**src/rtl/braun_pkg.sv**
```systemverilog
// Shared constants and helpers for the pipelined Braun array multiplier.
package braun_pkg;

  localparam int unsigned WIDTH_MIN = 2;
  localparam int unsigned WIDTH_MAX = 16;

  // Number of array-group register stages.
  function automatic int unsigned nstg(input int unsigned width,
                                       input int unsigned rows_per_stage);
    return (width - 1 + rows_per_stage - 1) / rows_per_stage;
  endfunction

  // Register stages from acceptance to out_valid: input reg, groups, output reg.
  function automatic int unsigned latency(input int unsigned width,
                                          input int unsigned rows_per_stage);
    return nstg(width, rows_per_stage) + 2;
  endfunction

  // 1-based group that evaluates carry-save row `row` (rows start at 1).
  function automatic int unsigned row_group(input int unsigned row,
                                            input int unsigned rows_per_stage);
    return (row - 1) / rows_per_stage + 1;
  endfunction

  // Last carry-save row evaluated by group `grp`.
  function automatic int unsigned last_row(input int unsigned grp, input int unsigned width,
                                           input int unsigned rows_per_stage);
    int unsigned r;
    r = grp * rows_per_stage;
    return (r < width - 1) ? r : width - 1;
  endfunction

endpackage

```
**src/rtl/braun_mult_pipe_if.sv**
```systemverilog
// Operand/product stream interface of the Braun multiplier.
interface braun_mult_pipe_if #(
  parameter int unsigned WIDTH = 4
) ();
  logic                 in_valid;
  logic                 in_ready;
  logic [WIDTH-1:0]     in_a;
  logic [WIDTH-1:0]     in_b;
  logic                 out_valid;
  logic                 out_ready;
  logic [2*WIDTH-1:0]   out_product;
  logic                 busy;

  // Environment side: operand source and product consumer.
  modport master (
    output in_valid, in_a, in_b, out_ready,
    input  in_ready, out_valid, out_product, busy
  );

  // Multiplier side.
  modport slave (
    input  in_valid, in_a, in_b, out_ready,
    output in_ready, out_valid, out_product, busy
  );
endinterface

```
**src/rtl/braun_csa_row.sv**
```systemverilog
// One carry-save row of the Braun array: partial products a & b_i added to the
// incoming sum/carry vectors. s_i/c_i bit j carries the same weight as pp[j].
module braun_csa_row #(
  parameter int unsigned WIDTH = 4
) (
  input  logic [WIDTH-1:0] a_i,
  input  logic             b_i,
  input  logic [WIDTH-2:0] s_i,
  input  logic [WIDTH-2:0] c_i,
  output logic [WIDTH-2:0] s_o,
  output logic [WIDTH-2:0] c_o,
  output logic             p_o
);
  logic [WIDTH-1:0] pp;
  logic [WIDTH-2:0] sum;

  assign pp = a_i & {WIDTH{b_i}};

  for (genvar j = 0; j < WIDTH - 1; j++) begin : g_fa
    full_adder u_fa (
      .a_i  (pp[j]),
      .b_i  (s_i[j]),
      .ci_i (c_i[j]),
      .s_o  (sum[j]),
      .co_o (c_o[j])
    );
  end

  // Lowest sum bit is final; the rest shift down one weight, the top pp enters.
  assign p_o = sum[0];
  if (WIDTH > 2) begin : g_shift
    assign s_o = {pp[WIDTH-1], sum[WIDTH-2:1]};
  end else begin : g_narrow
    assign s_o = pp[WIDTH-1];
  end
endmodule

```
**src/rtl/full_adder.sv**
```systemverilog
// One-bit full adder cell.
module full_adder (
  input  logic a_i,
  input  logic b_i,
  input  logic ci_i,
  output logic s_o,
  output logic co_o
);
  assign s_o  = a_i ^ b_i ^ ci_i;
  assign co_o = (a_i & b_i) | (a_i & ci_i) | (b_i & ci_i);
endmodule

```
**src/rtl/braun_mult_pipe.sv**
```systemverilog
// Pipelined unsigned Braun array multiplier with globally stalled valid/ready pipe.
module braun_mult_pipe
  import braun_pkg::*;
#(
  parameter int unsigned WIDTH          = 4,
  parameter int unsigned ROWS_PER_STAGE = WIDTH - 1
) (
  input logic              clk,
  input logic              rst_n,
  braun_mult_pipe_if.slave bus
);
  localparam int unsigned NSTG = nstg(WIDTH, ROWS_PER_STAGE);

  logic adv;

  // Stage g register feeds group g+1; a/b are not needed after the last group.
  logic [WIDTH-1:0]   a_q  [NSTG];
  logic [WIDTH-1:0]   a_d  [NSTG];
  logic [WIDTH-1:1]   b_q  [NSTG];
  logic [WIDTH-1:1]   b_d  [NSTG];
  logic [WIDTH-2:0]   s_q  [NSTG+1];
  logic [WIDTH-2:0]   s_d  [NSTG+1];
  logic [WIDTH-2:0]   c_q  [NSTG+1];
  logic [WIDTH-2:0]   c_d  [NSTG+1];
  logic [WIDTH-1:0]   lo_q [NSTG+1];
  logic [WIDTH-1:0]   lo_d [NSTG+1];
  logic [NSTG:0]      vld_q;
  logic               out_valid_q;
  logic [2*WIDTH-1:0] out_product_q;
  logic [2*WIDTH-1:0] product_d;

  logic [WIDTH-2:0]   row_s [1:WIDTH-1];
  logic [WIDTH-2:0]   row_c [1:WIDTH-1];
  logic [WIDTH-1:1]   row_p;
  logic [WIDTH-2:0]   rip_s;
  logic [WIDTH-1:0]   rip_c;

  assign adv             = ~out_valid_q | bus.out_ready;
  assign bus.in_ready    = adv;
  assign bus.out_valid   = out_valid_q;
  assign bus.out_product = out_product_q;
  assign bus.busy        = |vld_q | out_valid_q;

  // Carry-save rows 1..WIDTH-1; the first row of each group reads the stage register.
  for (genvar i = 1; i < WIDTH; i++) begin : g_row
    localparam int unsigned Src = row_group(i, ROWS_PER_STAGE) - 1;
    logic [WIDTH-2:0] s_in;
    logic [WIDTH-2:0] c_in;
    if ((i - 1) % ROWS_PER_STAGE == 0) begin : g_first
      assign s_in = s_q[Src];
      assign c_in = c_q[Src];
    end else begin : g_chain
      assign s_in = row_s[i-1];
      assign c_in = row_c[i-1];
    end
    braun_csa_row #(
      .WIDTH (WIDTH)
    ) u_row (
      .a_i (a_q[Src]),
      .b_i (b_q[Src][i]),
      .s_i (s_in),
      .c_i (c_in),
      .s_o (row_s[i]),
      .c_o (row_c[i]),
      .p_o (row_p[i])
    );
  end

  // Final ripple-carry row resolves the upper WIDTH bits.
  assign rip_c[0] = 1'b0;
  for (genvar j = 0; j < WIDTH - 1; j++) begin : g_rip
    full_adder u_fa (
      .a_i  (s_q[NSTG][j]),
      .b_i  (c_q[NSTG][j]),
      .ci_i (rip_c[j]),
      .s_o  (rip_s[j]),
      .co_o (rip_c[j+1])
    );
  end
  assign product_d = {rip_c[WIDTH-1], rip_s, lo_q[NSTG]};

  // Next-state data for every stage register: row 0 at the input, groups after.
  always_comb begin
    a_d[0]     = bus.in_a;
    b_d[0]     = bus.in_b[WIDTH-1:1];
    s_d[0]     = bus.in_a[WIDTH-1:1] & {(WIDTH-1){bus.in_b[0]}};
    c_d[0]     = '0;
    lo_d[0]    = '0;
    lo_d[0][0] = bus.in_a[0] & bus.in_b[0];
    for (int unsigned g = 1; g < NSTG; g++) begin
      a_d[g] = a_q[g-1];
      b_d[g] = b_q[g-1];
    end
    for (int unsigned g = 1; g <= NSTG; g++) begin
      s_d[g]     = row_s[last_row(g, WIDTH, ROWS_PER_STAGE)];
      c_d[g]     = row_c[last_row(g, WIDTH, ROWS_PER_STAGE)];
      lo_d[g][0] = lo_q[g-1][0];
      for (int unsigned k = 1; k < WIDTH; k++) begin
        if (row_group(k, ROWS_PER_STAGE) == g) lo_d[g][k] = row_p[k];
        else                                   lo_d[g][k] = lo_q[g-1][k];
      end
    end
  end

  // Pipeline registers: everything advances together on adv, otherwise holds.
  always_ff @(posedge clk or negedge rst_n) begin
    if (!rst_n) begin
      for (int unsigned g = 0; g < NSTG; g++) begin
        a_q[g] <= '0;
        b_q[g] <= '0;
      end
      for (int unsigned g = 0; g <= NSTG; g++) begin
        s_q[g]  <= '0;
        c_q[g]  <= '0;
        lo_q[g] <= '0;
      end
      vld_q         <= '0;
      out_valid_q   <= 1'b0;
      out_product_q <= '0;
    end else if (adv) begin
      for (int unsigned g = 0; g < NSTG; g++) begin
        a_q[g] <= a_d[g];
        b_q[g] <= b_d[g];
      end
      for (int unsigned g = 0; g <= NSTG; g++) begin
        s_q[g]  <= s_d[g];
        c_q[g]  <= c_d[g];
        lo_q[g] <= lo_d[g];
      end
      // in_ready equals adv, so in_valid alone marks an accepted operand pair.
      vld_q         <= {vld_q[NSTG-1:0], bus.in_valid};
      out_valid_q   <= vld_q[NSTG];
      out_product_q <= product_d;
    end
  end
endmodule
```
**src/flat_wrapper.sv**
```systemverilog
// flat-port wrapper written by rule: the top's interface ports become plain ports
module braun_mult_pipe_flat import braun_pkg::*;
#(
  parameter int unsigned WIDTH          = 4,
  parameter int unsigned ROWS_PER_STAGE = WIDTH - 1
)
  (clk, rst_n, bus_in_valid, bus_in_a, bus_in_b, bus_out_ready, bus_in_ready, bus_out_valid, bus_out_product, bus_busy);
  braun_mult_pipe_if #(.WIDTH(WIDTH)) bus_i ();
  input logic clk;
  input logic rst_n;
  input wire logic [$bits(bus_i.in_valid)-1:0] bus_in_valid;
  input wire logic [$bits(bus_i.in_a)-1:0] bus_in_a;
  input wire logic [$bits(bus_i.in_b)-1:0] bus_in_b;
  input wire logic [$bits(bus_i.out_ready)-1:0] bus_out_ready;
  output wire logic [$bits(bus_i.in_ready)-1:0] bus_in_ready;
  output wire logic [$bits(bus_i.out_valid)-1:0] bus_out_valid;
  output wire logic [$bits(bus_i.out_product)-1:0] bus_out_product;
  output wire logic [$bits(bus_i.busy)-1:0] bus_busy;
  assign bus_i.in_valid = bus_in_valid;
  assign bus_i.in_a = bus_in_a;
  assign bus_i.in_b = bus_in_b;
  assign bus_i.out_ready = bus_out_ready;
  assign bus_in_ready = bus_i.in_ready;
  assign bus_out_valid = bus_i.out_valid;
  assign bus_out_product = bus_i.out_product;
  assign bus_busy = bus_i.busy;
  braun_mult_pipe #(.WIDTH(WIDTH), .ROWS_PER_STAGE(ROWS_PER_STAGE)) u_core (.clk(clk), .rst_n(rst_n), .bus(bus_i));
endmodule
```
**config.mk**
```make
export PLATFORM = sky130hd
export DESIGN_NAME = braun_mult_pipe_flat
export DESIGN_NICKNAME = d
export VERILOG_FILES = /design/src/rtl/braun_pkg.sv /design/src/rtl/braun_mult_pipe_if.sv /design/src/rtl/braun_csa_row.sv /design/src/rtl/full_adder.sv /design/src/rtl/braun_mult_pipe.sv /design/src/flat_wrapper.sv
export SDC_FILE = /design/constraint.sdc
export NUM_CORES = 1
export LEC_CHECK = 0
export ABC_CLOCK_PERIOD_IN_PS = 2250
export CAP_MARGIN = 20
export CORE_UTILIZATION = 40
export DETAILED_ROUTE_END_ITERATION = 10
export GPL_TIMING_DRIVEN = 0
export PLACE_DENSITY = 0.64
export SETUP_SLACK_MARGIN = 0.1
export SLEW_MARGIN = 40
export SYNTH_ARGS = -nofsm -noshare
export SYNTH_HDL_FRONTEND = slang
export SYNTH_HIERARCHICAL = 1
export SYNTH_SLANG_ARGS = --single-unit
```
**constraint.sdc**
```tcl
create_clock -name clk -period 2.25 [get_ports clk]
set_input_delay 0.675 -clock clk [delete_from_list [all_inputs] [get_ports clk]]
set_output_delay 0.675 -clock clk [all_outputs]
set_load 0.05 [all_outputs]
```
* Word level (Yosys, flattened, before mapping)
Cells that the tools add are included.
** Word-level totals
- Register bits after elaboration :: 32
- Input bits :: 12
- Output and inout port bits :: 11
** Operators by class
- Bitwise operators :: 72
- Reduce and logical (&&, ||, !) cells :: 1
** Operators with widths (number)
- $and A1 B1 Y1 :: 29
- $xor A1 B1 Y1 :: 20
- $or A1 B1 Y1 :: 18
- $and A4 B4 Y4 :: 3
- $and A3 B3 Y3 :: 1
- $reduce_or A2 Y1 :: 1
- $not A1 Y1 :: 1

* Depth between registers and ports, before layout
Gate-level depths: netlist (run 1).
- Depth after elaboration :: 8
- Gate-level depth with buffers :: 5

* Hierarchy
The synthesis (run 1) kept the hierarchy.
** Modules (own cells, without submodules)
- braun_mult_pipe :: instances 1, cells an instance 79, area each 1292.5 um2
- full_adder :: instances 12, cells an instance 1, area each 20.0 um2
- braun_csa_row :: instances 3, cells an instance 5, area each 32.5 um2

* Worst setup path after synthesis (run 1)
Ideal clock, no wire load.
- Path type :: register -> register
- Start point :: reg u_core/a_q[2] (netlist name)
- End point :: reg u_core/lo_q[3] (netlist name)
- Arrival time :: 2.224 ns
- Path slack :: -0.099 ns
- Stages on the path, launching flop included :: 6
- Path buffers :: 0
- Clock period less this slack :: 2.349 ns
- Cell sequence :: dfrtp_1 > and2_1 > fa_1 > fa_1 > fa_1 > mux2_2
** RTL lines
- start: declaration :: line braun_mult_pipe.sv:17 : logic [WIDTH-1:0] a_q [NSTG];
- start signal: indexed assignment :: line braun_mult_pipe.sv:122 : a_q[g] <= a_d[g];
- end signal: indexed assignment :: line braun_mult_pipe.sv:128 : lo_q[g] <= lo_d[g];
- end: declaration :: line braun_mult_pipe.sv:25 : logic [WIDTH-1:0] lo_q [NSTG+1];

==> results.ini, run 1 <==
[clocking]
cts_root_buf = clkbuf_8
cts.sinks = 32
cts_buffers = 5
hold_buffers = 0
cts_htree_levels = 2
clk_latency_ps = 280
clockBufferDepth = 2
clkTransAtPathRegs_ps = 70
cts_tree = yes

[yosys]
synth-seq-area-share_pct = 49.12
synthFlopType = dfrtp_1
synth-edff-count = 0
ys_seq_elements = 32
syn_area_per_cell_um2 = 15.38
synth_top_area_share_pct = 49.12
async_reset_ff_share_pct = 100.0
yosys.area.top_type = dfrtp_1
ys_top_cells_by_area = dfrtp_1 49%, mux2_4 17%, fa_1 15%
syn-cell-area_um2 = 1630
synthDistinctLibCells = 16
yosysMostFrequentCell = dfrtp_1
ys_warn_count = 6
synth_top_cells_by_count = 32 x dfrtp_1, 18 x mux2_4, 12 x and2_1, 12 x fa_1, 9 x mux2_2
synth_cells = 106

[pwr]
cellPowerDensity_nw_per_um2 = 1275
peakVddDrop_v = 0.0004148
leakagePower_nw = 1.022

[run]
max_cap_violations = 0

[floorplanning]
rows = 22
ioPinCount = 23
start_util_pct = 43.23
die_x_um = 65.84
die_h_um = 65.84
core_area_um2 = 3771
dieArea_um2 = 4335

[setup_path]
r2r_start = u_core/a_q[2]
worst-path-max-fanout = 2
cp_data_required_time_ps = 2410
start_kind = register
r2r_slack_ps = -70
path_class = register to register
reg2reg_to = u_core/lo_q[3]
crit_arrival_ps = 2480
endpoint_kind = register
r2r.worst_path.cells = 5

[timing]
setup_ws_ps = -68.25
finalMaxSlewViolations = 0
max-slew-margin-rel_pct = 53.41
rsz0062_at_grt = yes
post-route-period-util_pct = 103.0
worst_pin_slew_ps = 698.9
min_period_ps = 2318
setup_violations = 1
fmax_ghz = 0.4314
hold_violations = 0
fin_skew_ps = 3.897

[detailed_routing]
via_count = 911
antenna_left = 0
first_pass_iters = 4
avgViaCountPerCell = 4.745
post-route-drc-count = 0
drt_iter0_markers = 33
wl_per_cell_um = 13.68
routed_wl_mm = 2.626

[cells_and_area]
area_delta_synth_final_pct = 28.93
nFillCells = 306
post-route-util_pct = 55.74
drive_above_1_share_pct = 40.28
fin_area_um2 = 2102
antennaDiodeCount = 0
nNetsFinal = 167

[global_routing]
grt_pass1_wl_mm = 4.629
grt_usage_pct = 14.87
antenna_found_initial = 0
grt_pass1_vias = 968
grt_max_degree = 33
grt_overflow = 0

[placement]
post-dp-hpwl_mm = 1.887
gp_congestion = 0.7023
place_area_um2 = 1927
io_buffers = 22

[worst_hold_path]
hp-class = primary input to async pin

[run_status]
violations = negative setup slack
status = finished with violations

## logic make-up after synthesis
family	synth area share (%)
adder cells (fa/ha/maj)	14.74
multiplexers	22.79
flip-flops	49.12
buffers and inverters	3.299
AO/OA/AOI/OAI	1.228
AND/OR/NAND/NOR	8.596
other	0.2300
## how the worst max path moves through the flow
stage	from	end	slack (ps)
final	u_core/a_q[2]	u_core/lo_q[3]	-70
after global routing	u_core/a_q[2]	u_core/lo_q[3]	-120
after CTS	u_core/b_q[0]	u_core/lo_q[3]	-70
after detailed placement	bus_out_ready	bus_in_ready	-1000
after global placement	bus_out_ready	bus_in_ready	-1000
after floorplan	u_core/b_q[0]	u_core/lo_q[3]	120
## state kept, by name, summed over array words and instances (netlist names)
signal	count
u_core/lo_q	4
u_core/lo_d	1
u_core/bus.out_product	8
u_core/s_q	3
u_core/c_q	3
u_core/bus.out_valid	1
u_core/a_q	4
u_core/b_q	3
u_core/g_row.s_in	3
u_core/vld_q	2
## metrics by stage
stage               setup slack, ps  hold slack [ps]  std cells  TNS, ps  power (mW)
floorplan                     115.8            379.4        109        0       1.791
detailed placement            -1004            494.2        179    -1080       2.122
global route                 -124.1            488.4        192   -192.4       2.863
finish                       -68.25            435.1        192   -68.25       2.680
CTS                          -68.50            453.7        190   -101.9       2.691
global placement             -998.5            463.4        179    -3367       2.090
## area by class of cell
type,instances,area (µm²),share of cell area [%]
Clock buffer,6,72.57,3.452
Timing Repair Buffer,27,259.0,12.32
Sequential cell,32,800.8,38.10
Multi-Input combinational cell,70,809.5,38.51
Clock inverter,2,35.03,1.667
Inverter,1,6.256,0.2976
Buffer,6,58.81,2.798
Tap cell,48,60.06,2.857
## repair_timing
item                       in CTS  in global routing
setup endpoints to repair       7                 13
setup buffers                   3                  2
resized for setup              17                 13
pin swaps                       0                  3
## worst max-delay path: stages (launching register included)
cell and delay [ps]:
dfrtp_1 390, and2_4 170, fa_2 420, fa_1 540, fa_2 430, mux2_4 260
## metal layers
layer,vias to the layer above,GRT usage [%],wire [µm]
li1,418,-,-
met1,468,19.19,1219
met2,19,22.45,1241
met3,6,5.172,115
met4,0,6.522,50
met5,-,0,0
## power by group
| part | leakage, nW | internal (mW) | switching [mW] |
|---|---|---|---|
| logic | 0.578 | 0.642 | 0.587 |
| clock network | 0.0552 | 0.328 | 0.204 |
| registers | 0.389 | 0.777 | 0.141 |
## cells in the final DEF (no fill, tap or decap), drive strengths merged
cell type       n
clkinv          1
nand2           4
nand3b          4
clkdlybuf4s50  12
bufinv          1
clkbuf          7
conb            4
buf            14
dfrtp          32
fa             12
dlygate4sd2     1
nand2b          1
o21ai           4
dlymetal6s2s    5
or3             1
mux2           27
and2b           1
and2           12
inv             1
No activity file was read; power rests on OpenSTA's default activity.
==> run 2: changes to the inputs <==
TNS_END_PERCENT = 50   (was default)
==> run 2 against run 1 <==
The flow still finishes with violations (negative setup slack). Power about the same. Global-route usage decreased by 0.069 points. Combinational power about the same. Setup slack hardly changed. Register-to-register slack about the same. Routed wire length is essentially flat. Hold slack about the same. Sequential power about the same. Sequential share of layout area unchanged. Die area did not move. Design area unchanged.
==> results.ini, run 2 (synthesized netlist as in run 1, its figures left out) <==
[setup_path]
cp_data_required_time_ps = 2410
path_buf_inv = 0
endpoint_kind = register
crit_arrival_ps = 2480
reg2reg_to = u_core/lo_q[3]
cp_num_cells = 5
crit_chain = and2_4, fa_2, fa_1, fa_2, mux2_4
start_kind = register
cp_top_family = adder cells
r2r_start = u_core/a_q[2]
r2r.worst_path.cells = 5
crit_top_cell = fa_2
r2r_slack_ps = -70
worst-path-max-fanout = 2
crit_slowest_cell = fa_1
cp_slowest_stage_delay_ps = 540
path_class = register to register

[timing]
fmax_ghz = 0.4314
min_period_ps = 2318
max-slew-margin-rel_pct = 53.41
post-route-period-util_pct = 103.0
rsz0062_at_grt = yes
finalMaxSlewViolations = 0
setup_violations = 2
worst_pin_slew_ps = 698.9
fin_skew_ps = 3.897
setup_ws_ps = -68.21
whs_ps = 435.0
fin_tns_setup_ps = -68.91
hold_violations = 0

[pwr]
peakVddDrop_v = 0.0004148
cellPowerDensity_nw_per_um2 = 1275
leakagePower_nw = 1.022

[cells_and_area]
final_common_cell = dfrtp_1
drive_above_1_share_pct = 40.28
antennaDiodeCount = 0
nNetsFinal = 167
final_cell_mix = 32 x dfrtp_1, 19 x mux2_4, 12 x clkdlybuf4s50_1
largest_reg_flops = 8
post-route-util_pct = 55.74
area_delta_synth_final_pct = 28.93
nFillCells = 306

[run]
max_cap_violations = 0

[floorplanning]
core_area_um2 = 3771
die_x_um = 65.84
ioPinCount = 23
start_util_pct = 43.23
dieArea_um2 = 4335
die_h_um = 65.84
rows = 22

[detailed_routing]
drt_iter0_markers = 32
antenna_left = 0
avgViaCountPerCell = 4.745
wl_per_cell_um = 13.67
first_pass_iters = 4
post-route-drc-count = 0
via_count = 911
routed_wl_mm = 2.624

[clocking]
cts_htree_levels = 2
clockBufferDepth = 2
cts.sinks = 32
cts_tree = yes
clkTransAtPathRegs_ps = 70
hold_buffers = 0
cts_buffers = 5
clk_latency_ps = 280
cts_root_buf = clkbuf_8

[worst_hold_path]
hp-class = primary input to async pin

[placement]
io_buffers = 22
post-dp-hpwl_mm = 1.887
gp_congestion = 0.7023

[global_routing]
grt_pass1_wl_mm = 4.602
grt_pass1_vias = 962
antenna_found_initial = 0
grt_overflow = 0
grt_usage_pct = 14.80
grt_max_degree = 33

[run_status]
violations = negative setup slack
status = finished with violations

run 2: cell counts in the layout (fill, tap and decap cells not counted):
No cell type changed its count.
run 2: timing repair:
| item | CTS | global route |
|---|---|---|
| buffers inserted | 3 | 2 |
| hold endpoints to repair | 0 | 0 |
| gates cloned | 0 | 0 |
| resized for setup | 16 | 14 |
| pin swaps | 0 | 2 |
| endpoints found under the setup margin | 7 | 13 |
run 2: worst max path at each step:
stage | slack, ps | startpoint | end
after floorplan | 120 | u_core/b_q[0] | u_core/lo_q[3]
after global placement | -1000 | bus_out_ready | bus_in_ready
after detailed placement | -1000 | bus_out_ready | bus_in_ready
after CTS | -70 | u_core/b_q[0] | u_core/lo_q[3]
after global routing | -120 | u_core/a_q[2] | u_core/lo_q[3]
final | -70 | u_core/a_q[2] | u_core/lo_q[3]
run 2: layer usage:
metal  wire length [µm]  vias to the layer above  global-route usage, %
li1                   -                      418                      -
met1               1217                      468                  18.98
met2               1240                       19                  22.45
met3                115                        6                  5.172
met4                 50                        0                  6.522
met5                  0                        -                      0
run 2: through the flow:
stage	power, mW	instances	setup WS, ps	instance area [µm²]
after floorplan	1.791	109	115.8	1652
after global placement	2.090	179	-998.5	1932
after detailed placement	2.122	179	-1004	1927
after CTS	2.688	190	-68.50	2072
after global routing	2.864	192	-124.1	2102
final	2.680	192	-68.21	2102
run 2: layout make-up:
type	instances	area, µm²	area share, %
clock buffer	6	72.57	3.452
multi-input combinational	70	809.5	38.51
inverter	1	6.256	0.2976
sequential	32	800.8	38.10
buffer	6	58.81	2.798
tap	48	60.06	2.857
clock inverter	2	35.03	1.667
timing repair buffer	27	259.0	12.32
run 2: power breakdown:
group / total, mW / switching (mW) / internal [mW]
sequential: 0.918 / 0.141 / 0.777
clock: 0.532 / 0.204 / 0.328
combinational: 1.23 / 0.587 / 0.643
==> run 3: changes to the inputs <==
ABC_AREA = 1   (was default)
ABC_CLOCK_PERIOD_IN_PS = 2820   (was 2250)
CORE_UTILIZATION = 58   (was 40)
PLACE_DENSITY = 0.83   (was 0.64)
clock period = 2.82 ns   (was 2.25 ns; I/O delays follow)
==> run 3 against run 2 <==
The flow now finishes without violations. Sequential share of layout area grew 0.81 points. Core utilization is 18 points higher. Combinational power is 18% lower. Cell count up 32%. Global-route usage up 11 points. Clock power down 49%. Highest routed layer unchanged.
==> results.ini, run 3 <==
[run_status]
status = finished, final reports clean

[cells_and_area]
antennaDiodeCount = 0
final_cell_mix = 72 x nand2_1, 32 x dfrtp_1, 31 x nand3_1
largest_reg_flops = 8
drive_above_1_share_pct = 14.86
nNetsFinal = 245
final_common_cell = nand2_1
fin_cells = 253
area_delta_synth_final_pct = 18.86

[setup_path]
cp_data_required_time_ps = 1970
endpoint_kind = primary output
crit_arrival_ps = 1870
path_class = primary input to primary output
worst-path-max-fanout = 10
start_kind = primary input
r2r_start = u_core/b_q[0]
cp-startpoint = bus_out_ready

[yosys]
synth-edff-count = 0
ys_warn_count = 6
ys_top_cells_by_area = dfrtp_1 46%, nand2_1 16%, fa_1 14%
syn-cell-area_um2 = 1732
async_reset_ff_share_pct = 100.0
ys_seq_elements = 32
synthDistinctLibCells = 13
yosysMostFrequentCell = nand2_1
synth_top_area_share_pct = 46.24
synthFlopType = dfrtp_1
yosys.area.top_type = dfrtp_1
syn_area_per_cell_um2 = 9.162
synth-seq-area-share_pct = 46.24
synth_cells = 189
synth_top_cells_by_count = 72 x nand2_1, 32 x dfrtp_1, 31 x nand3_1

[pwr]
cellPowerDensity_nw_per_um2 = 982.5
total_power_mw = 2.022
peakVddDrop_v = 0.0007367
leakagePower_nw = 1.164

[detailed_routing]
first_pass_iters = 4
wl_per_cell_um = 13.63
drt_iter0_markers = 69
post-route-drc-count = 0
avgViaCountPerCell = 5.174
via_count = 1309
routed_wl_mm = 3.449
antenna_left = 0

[timing]
whs_ps = 486.8
finalMaxSlewViolations = 0
max-slew-margin-rel_pct = 53.05
worst_pin_slew_ps = 704.3
min_period_ps = 2719
hold_violations = 0
fin_tns_setup_ps = 0
rsz0062_at_grt = yes
post-route-period-util_pct = 96.43
fmax_ghz = 0.3677
setup_violations = 0
fin_skew_ps = 5.074

[clocking]
hold_buffers = 0
clk_latency_ps = 330
clkTransAtPathRegs_ps = 100
cts_setup_buffers = 0
clockBufferDepth = 2
cts.sinks = 32
cts_tree = yes
cts_htree_levels = 2
cts_buffers = 5
cts_root_buf = clkbuf_4

[worst_hold_path]
hold_start = u_core/lo_q[0]
hp-class = register to register

[placement]
post-dp-hpwl_mm = 2.275
io_buffers = 22
gp_congestion = 0.8266
place_inst = 245

[global_routing]
grt_usage_pct = 25.44
grt_overflow = 0
antenna_found_initial = 0
grt_max_degree = 33
grt_pass1_vias = 1326
grt_pass1_wl_mm = 6.003

[floorplanning]
rows = 19
die_h_um = 56.64
core_area_um2 = 2781
start_util_pct = 62.26
die_x_um = 56.64
dieArea_um2 = 3208
ioPinCount = 23

[run]
max_cap_violations = 0

[run 3: timing repair]
item	4_1_cts	5_1_grt
pin swaps	0	0
resized for setup	6	1
endpoints found under the setup margin	2	2
[run 3: kinds of logic (layout without fill, tap and decap cells)]
family | count (synthesis) | in the layout | share of synthesized area [%]
other cells | 1 | 4 | 0.2166
flops | 32 | 32 | 46.24
buf+inv | 31 | 61 | 10.84
fa+ha+maj | 12 | 12 | 13.87
simple gates | 113 | 113 | 28.83
[run 3: routing by layer]
| layer | wire length, µm | up-vias | global-route usage (%) |
|---|---|---|---|
| met3 | 170 | 10 | 5.530 |
| met1 | 1491 | 631 | 32.03 |
| met5 | 0 | - | 0 |
| li1 | - | 629 | - |
| met4 | 85 | 0 | 12.89 |
| met2 | 1702 | 39 | 41.34 |
[run 3: final timing paths]
path                                                   to  slack (ps)  cells after the start
worst max register to register             u_core/lo_q[3]         540                      7
worst min-delay path            u_core/bus.out_product[0]         490                      2
worst max-delay path                         bus_in_ready         100                      5
max in group asynchronous                   u_core/c_q[0]        1810                      1
worst min register to register  u_core/bus.out_product[0]         490                      2
min in group asynchronous       u_core/bus.out_product[2]         550                      1
[run 3: per-stage QoR]
| stage | utilization [%] | instance area (µm²) | worst slack (ps) |
|---|---|---|---|
| 3_5_place_dp | 71.79 | 1997 | -473.9 |
| 5_1_grt | 74.00 | 2058 | 72.92 |
| 4_1_cts | 73.91 | 2056 | 62.65 |
| 6_report | 74.00 | 2058 | 100.6 |
| 2_1_floorplan | - | 1743 | 646.3 |
| 3_3_place_gp | 71.97 | 2002 | -464.2 |
[run 3: critical path, cell delays in order]
cell and delay, ps:
clkdlybuf4s50_1 480, inv_2 90, nand2_8 100, buf_8 150, buf_4 200
[run 3: where the power goes]
group          internal (mW)  switching [mW]
logic                  0.395           0.615
registers              0.620           0.120
clock network          0.118           0.153
[run 3: final cells by class]
class | count | area (µm²)
flip-flops and latches | 32 | 800.8
multi-input cells | 129 | 754.5
fillers | 205 | 723.2
repair buffers | 22 | 215.2
plain buffers | 13 | 120.1
inverters | 18 | 67.56
clock buffers | 6 | 51.30
well taps | 31 | 38.79
clock inverters | 2 | 10.01
